[src/rtl/tapavg_ctrl.sv]
// tapavg_ctrl: averages the last DEPTH tap periods with a serial restoring divider and offers the result with a valid/ready handshake
module tapavg_ctrl #(
  parameter int DEPTH = 4,
  parameter int PER_WIDTH = 17,
  parameter int TIMEOUT_TP = 65535
) (
  input  logic                         clk_i,
  input  logic                         rst_i,
  input  logic                         tp_i,
  input  logic [PER_WIDTH-1:0]         btn_per_i,
  input  logic                         btn_per_valid,
  output logic [PER_WIDTH-1:0]         avg_per_o,
  output logic                         avg_valid_o,
  input  logic                         avg_ready_i,
  output logic [$clog2(DEPTH+1)-1:0]   hist_cnt_o,
  output logic                         drop_o
);
  localparam int LW = $clog2(DEPTH);
  localparam int SW = PER_WIDTH + LW;
  localparam int CW = $clog2(DEPTH + 1);
  localparam int TW = $clog2(TIMEOUT_TP + 1);
  localparam int BW = $clog2(SW);
  localparam logic [1:0] IDLE = 2'd0, LOAD = 2'd1, CALC = 2'd2, OFFER = 2'd3;
  localparam logic [CW-1:0] FULL = CW'(DEPTH);
  localparam logic [TW-1:0] TMAX = TW'(TIMEOUT_TP);
  localparam logic [BW-1:0] LAST = BW'(SW - 1);
  logic [1:0] state;
  logic [PER_WIDTH-1:0] hist [DEPTH];
  logic [LW-1:0] wp;
  logic [SW-1:0] sum, dq, sum_nx, dq_nx;
  logic [CW-1:0] rem, rem_sub;
  logic [CW:0] rem_sh;
  logic [BW-1:0] bit_cnt;
  logic [PER_WIDTH-1:0] pend_val, ld_val, evicted;
  logic pend_v, consume, timeout, sat, ge, clr;
  logic [TW-1:0] tp_cnt;
  always_comb begin
    consume = state == IDLE && pend_v;
    timeout = tp_cnt == TMAX;
    sat = &ld_val;
    clr = (state == IDLE && timeout) || (state == LOAD && sat);
    evicted = hist_cnt_o == FULL ? hist[wp] : '0;
    sum_nx = sum + SW'(ld_val) - SW'(evicted);
    rem_sh = {rem, dq[SW-1]};
    ge = rem_sh >= {1'b0, hist_cnt_o};
    rem_sub = rem_sh[CW-1:0] - hist_cnt_o;
    dq_nx = {dq[SW-2:0], ge};
  end
  always_ff @(posedge clk_i) begin
    if (rst_i) begin
      state <= IDLE;
      wp <= '0;
      sum <= '0;
      dq <= '0;
      rem <= '0;
      bit_cnt <= '0;
      pend_val <= '0;
      ld_val <= '0;
      pend_v <= 1'b0;
      tp_cnt <= '0;
      avg_per_o <= '0;
      avg_valid_o <= 1'b0;
      hist_cnt_o <= '0;
      drop_o <= 1'b0;
      for (int i = 0; i < DEPTH; i++) hist[i] <= '0;
    end else begin
      drop_o <= btn_per_valid && pend_v && !consume;
      if (btn_per_valid) begin
        pend_val <= btn_per_i;
        pend_v <= 1'b1;
      end else if (consume) pend_v <= 1'b0;
      tp_cnt <= btn_per_valid ? '0 : (tp_i && !timeout) ? tp_cnt + TW'(1) : tp_cnt;
      case (state)
        IDLE: if (pend_v) begin
          ld_val <= pend_val;
          state <= LOAD;
        end
        LOAD: if (sat) state <= IDLE;
        else begin
          hist[wp] <= ld_val;
          wp <= wp + LW'(1);
          sum <= sum_nx;
          hist_cnt_o <= hist_cnt_o == FULL ? FULL : hist_cnt_o + CW'(1);
          dq <= sum_nx;
          rem <= '0;
          bit_cnt <= '0;
          state <= CALC;
        end
        CALC: begin
          dq <= dq_nx;
          rem <= ge ? rem_sub : rem_sh[CW-1:0];
          bit_cnt <= bit_cnt + BW'(1);
          if (bit_cnt == LAST) begin
            avg_per_o <= dq_nx[PER_WIDTH-1:0];
            avg_valid_o <= 1'b1;
            state <= OFFER;
          end
        end
        default: if (avg_ready_i) begin
          avg_valid_o <= 1'b0;
          state <= IDLE;
        end
      endcase
      if (clr) begin
        for (int i = 0; i < DEPTH; i++) hist[i] <= '0;
        wp <= '0;
        sum <= '0;
        hist_cnt_o <= '0;
      end
    end
  end
endmodule

[config.mk]
export PLATFORM = sky130hd
export DESIGN_NAME = tapavg_ctrl
export DESIGN_NICKNAME = d
export VERILOG_FILES = /design/src/rtl/tapavg_ctrl.sv
export SDC_FILE = /design/constraint.sdc
export NUM_CORES = 1
export LEC_CHECK = 0
export CORE_MARGIN = 2
export CORE_UTILIZATION = 60
export CTS_CLUSTER_DIAMETER = 50
export DETAILED_ROUTE_END_ITERATION = 8
export HOLD_SLACK_MARGIN = 0.1
export PLACE_DENSITY = 0.77
export SYNTH_ARGS = -nofsm -noshare
export SYNTH_HDL_FRONTEND = slang
export SYNTH_SLANG_ARGS = --single-unit
[constraint.sdc]
create_clock -name clk_i -period 10.4 [get_ports clk_i]
set_input_delay 3.12 -clock clk_i [delete_from_list [all_inputs] [get_ports clk_i]]
set_output_delay 3.12 -clock clk_i [all_outputs]
set_load 0.02 [all_outputs]
## Word-level counts from Yosys, hierarchy flattened

Memories as Yosys holds them, arrays and structs flattened. A register that Yosys moved wholly into a read port is not among the register bits.
Index checks and enable logic that the tools add are counted.

| storage, ports and cells | value |
|---|---|
| register bits | 123 |
| RAM bits | 68 |
| input port bits | 22 |
| output and inout bits | 22 |
| memories | 1 |

| cells by class | value |
|---|---|
| add/subtract/negate cells | 7 |
| order comparisons | 1 |
| equality and inequality tests | 8 |
| multiplexer cells | 37 |
| bitwise gates (word level) | 6 |
| reduce and logical (&&, ||, !) cells | 25 |

Memories:

| name | words | width | read ports | clocked after memory_dff | write ports | RTL line | RTL |
|---|---|---|---|---|---|---|---|
| hist | 4 | 17 | 1 | 1 | 4 | 28 | `logic [PER_WIDTH-1:0] hist [DEPTH];` |

Operators with widths:

| cell | count |
|---|---|
| 17-bit two-way mux | 6 |
| 19-bit one-hot mux with 2 select lines | 1 |
| 19-bit by 17-bit adder with 19-bit output | 1 |
| 19-bit two-way mux | 1 |
| 19-bit by 17-bit subtractor with 19-bit output | 1 |
| 17-bit AND reduction | 1 |
| 17-bit OR reduction | 1 |
| 16-bit by 1-bit adder with 16-bit output (second input constant) | 1 |
| 16-bit equality test (second input constant) | 1 |
| 1-bit two-way mux | 14 |
| 2-bit two-way mux | 7 |
| 5-bit one-hot mux with 2 select lines | 1 |
| 3-bit two-way mux | 3 |
| 2-bit AND reduction | 4 |
| 1-bit logical AND | 6 |
| 2-bit inequality test (second input constant) | 3 |
| 2-bit one-hot mux with 3 select lines | 1 |
| 3-bit one-hot mux with 2 select lines | 1 |
| 3-bit AND reduction | 2 |
| 2-bit nonzero test | 3 |
| 2-bit OR reduction | 3 |
| 5-bit by 1-bit adder with 5-bit output (second input constant) | 1 |
| 5-bit equality test (second input constant) | 1 |
| 5-bit two-way mux | 1 |
| other kinds (14) | 19 |

## Longest topological paths before layout

| depth | value |
|---|---|
| depth in word-level cells | 8 |
| depth in mapped cells | 15 |
| depth with buffers taken out | 14 |

## Least setup slack after synthesis

OpenSTA, ideal clock, no wires.

| path | value |
|---|---|
| path type | in2reg |
| start | in rst_i |
| end | mem hist[0][0] (enable) |
| setup time | 372 ps |
| arrival | 4310 ps |
| data required time | 10028 ps |
| slack | 5718 ps |
| stages | 4 |
| buffers on the path | 2 |
| path through | clkbuf_1 -> nor2_1 -> clkbuf_1 -> a21o_1 |

RTL lines:

| item | RTL line | RTL |
|---|---|---|
| start: declaration | 8 | `input logic rst_i,` |
| end: declaration | 28 |  |

==> results.yml <==
synth:
  synth_top_family_by_area: "simple AND/OR/NAND/NOR gates"
  synthAdderAreaFrac: 0.08025
  synth.avg_cell_area_sq_um: 9.638
  synth_compound_area_frac: 0.1242
  synth.net_count: 1090
  synth_most_common_cell: "nand2_1"
  yosys_warnings: 0
  ys_async_sr_fraction: 0
  syn_inst: 1016
  synth_common_cells: "nand2_1, dfxtp_1, a21oi_1"
  synth-seq-cells: 193
  synthSimpleGateAreaFrac: 0.1785
  synth-edff-count: 68
  synth_xor_xnor_area_share: 0.02773
  syn_area_sq_mm: 0.009792
  synth.distinct_cells: 65
  yosysSeqAreaShare: 0.4641
  synth.area.top_cells: "dfxtp_1, edfxtp_1, nand2_1, and3_1, a21oi_1"
  synth_top_area_cell: "dfxtp_1"
  synth_ff_type: "dfxtp_1"
  muxShareOfSynthArea: 0.06478
  synth_top_area_share: 0.2556
finish:
  nNetsFinal: 1099
  drive_gt1_frac: 0.07322
  syn_to_final_growth_pct: 11.09
  antennaDiodeCount: 0
  finalNonFillerCells: 1254
global_routing:
  use_met2: 0.3877
  grt_pass1_vias: 6787
  grt.total_usage: 0.2475
  grt-busiest-layer: "met2"
  gr-total-overflow: 0
  grt_max_degree: 73
  grt_first_pass_wirelength_mm: 34.38
  grt_use_met1: 0.3498
  grt_use_met3: 0.04691
  antenna_found_initial: 0
sta:
  rsz0062_at_grt: "false"
  finalCritPeriodShare: 0.5147
  setup_ws_ps: 5048
  slew_violations: 0
  relSlewSlack: 0.2408
  max_freq_mhz: 186.8
  tns_ps: 0
  hold_ws_ps: 452.8
  finalSetupViolCount: 0
  min_period_ps: 5352
  max_slew.worst_pin.slew_ps: 1135
  hold_violations: 0
  clock_skew_ps: 16.63
cts:
  h-tree-depth: 4
  cts-buffers-inserted: 17
  holdBufCountCts: 0
  ctsRootBufferMaster: "clkbuf_16"
  clk_path_buf_depth: 2
  post_cts_buffers: 0
  clk_latency_ps: 440
  numClockSinks: 193
  path_clk_slew_ps: 70
  cts_tree: "done"
  cts_resized: 0
job:
  drv_cap: 0
floorplan:
  num_rows: 46
  ios: 44
  die_h_microns: 131.8
  design.die.area_sq_mm: 0.01736
  start_util: 0.6142
  core_sq_mm: 0.01594
  dieWidth_microns: 131.8
worst_setup_path:
  critical_path_class: "in -> reg"
  cp-start-kind: "input port"
  worstPathArrival_ps: 5410
  worstPathCellList: "buf_2 > buf_4 > nor2_2 > buf_4 > a21o_1"
  critPathMostFrequentCell: "buf_4"
  setup.worst_path.end_class: "flip-flop"
  cp_slowest_cell: "nor2_2"
  worstPathRequired_ps: 10460
  max_stage_delay_ps: 730
  cp_max_fo: 72
worst_hold_path:
  hold_class: "reg -> reg"
power_and_ir_drop:
  ir_worst_vdd_v: 0.0001668
  p_sw_mw: 1.251
  internal-power_mw: 1.788
  power.density_mw_per_mm2: 279.3
  pwr-share-comb: 0.481
  seqPwrFrac: 0.306
  swShare: 0.4115
  clock_power_share: 0.213
  finalPower_mw: 3.039
  p_leak_nw: 4.310
drt:
  via_per_inst: 5.826
  postRouteAntennaNets: 0
  dr.pass1.iters: 5
  drc: 0
  vias: 7306
  drtIter0Drc: 621
  wire_per_inst_microns: 16.65
  drt-total-wl_mm: 20.88
placed_design:
  numPortBuffers: 43
  post-dp-hpwl_mm: 14.44
  gp_congestion: 0.8670
  preCtsSetupSlack_ps: 4642
  dp_cells: 1222
status:
  status: "finished clean"
[worst paths after layout]
check	cells past startpoint	to	slack (ps)	from
worst max-delay path	5	hist[1][11]$_SDFFCE_PN0P_	5050	rst_i
worst min-delay path	2	ld_val[8]$_SDFFE_PP0P_	450	pend_val[8]$_SDFFE_PP0P_
worst max register to register	11	sum[15]$_SDFFE_PP0P_	6010	flip-flop
worst min register to register	2	ld_val[8]$_SDFFE_PP0P_	450	pend_val[8]$_SDFFE_PP0P_
[cell usage in the layout, fill, tap and decap left out, types with 18 or more instances in the layout]
cell / netlist / final
o21ai_0: 28 / 28
dfxtp_1: 125 / 125
mux2i_1: 24 / 24
nand2_1: 129 / 129
fa_1: 18 / 18
ha_1: 34 / 34
edfxtp_1: 68 / 68
a21oi_1: 86 / 86
clkdlybuf4s50_1: 0 / 42
xnor2_1: 19 / 19
nor2b_1: 19 / 19
and3_1: 72 / 72
inv_1: 84 / 84
nor2_1: 68 / 67
nand3_1: 22 / 22
[worst max-delay path, delay by kind of cell]
family,cells,cell delay [ps]
buf+inv,3,900
simple gates,1,730
compound gates,1,640
[logic make-up (layout without fill, tap and decap cells)]
logic type | after synthesis | in the layout
compound gates | 190 | 190
buf+inv | 147 | 169
fa+ha+maj | 52 | 52
simple gates | 361 | 361
flops | 193 | 193
xor+xnor | 31 | 31
mux | 42 | 42
[power groups by stage]
stage               registers (mW)  logic [mW]  clock network, mW
global route                 0.939        1.62              0.688
floorplan                    0.926        1.13                  0
global placement             0.942        1.42                  0
CTS                          0.928        1.45              0.658
finish                       0.929        1.46              0.648
detailed placement           0.943        1.44                  0
[flip-flops by register name, indices dropped and copies added (netlist names), 3 cells and up, named ones only]
signal	count
avg_per_o	17
bit_cnt	5
dq	19
hist	68
hist_cnt_o	3
ld_val	17
pend_val	17
rem	3
sum	19
tp_cnt	16
[routing by layer]
| metal | wire [microns] | vias up |
|---|---|---|
| li1 | - | 3572 |
| met4 | 444 | 0 |
| met5 | 0 | - |
| met1 | 9419 | 3474 |
| met3 | 1264 | 34 |
| met2 | 9750 | 226 |
[layout make-up]
class	instances	area, sq um
Tap cell	216	270.3
Sequential cell	193	4544
Multi-Input combinational cell	676	4666
Clock buffer	21	470.5
Timing Repair Buffer	52	493.0
Clock inverter	11	115.1
Fill cell	1318	5065
Inverter	85	319.1
[stage by stage]
step	cell area [sq um]	utilization
floorplan	9792	-
global placement	10290	0.6456
detailed placement	10290	0.6456
CTS	10880	0.6823
global route	10880	0.6823
finish	10880	0.6823
(Power assumes the default switching activity.)
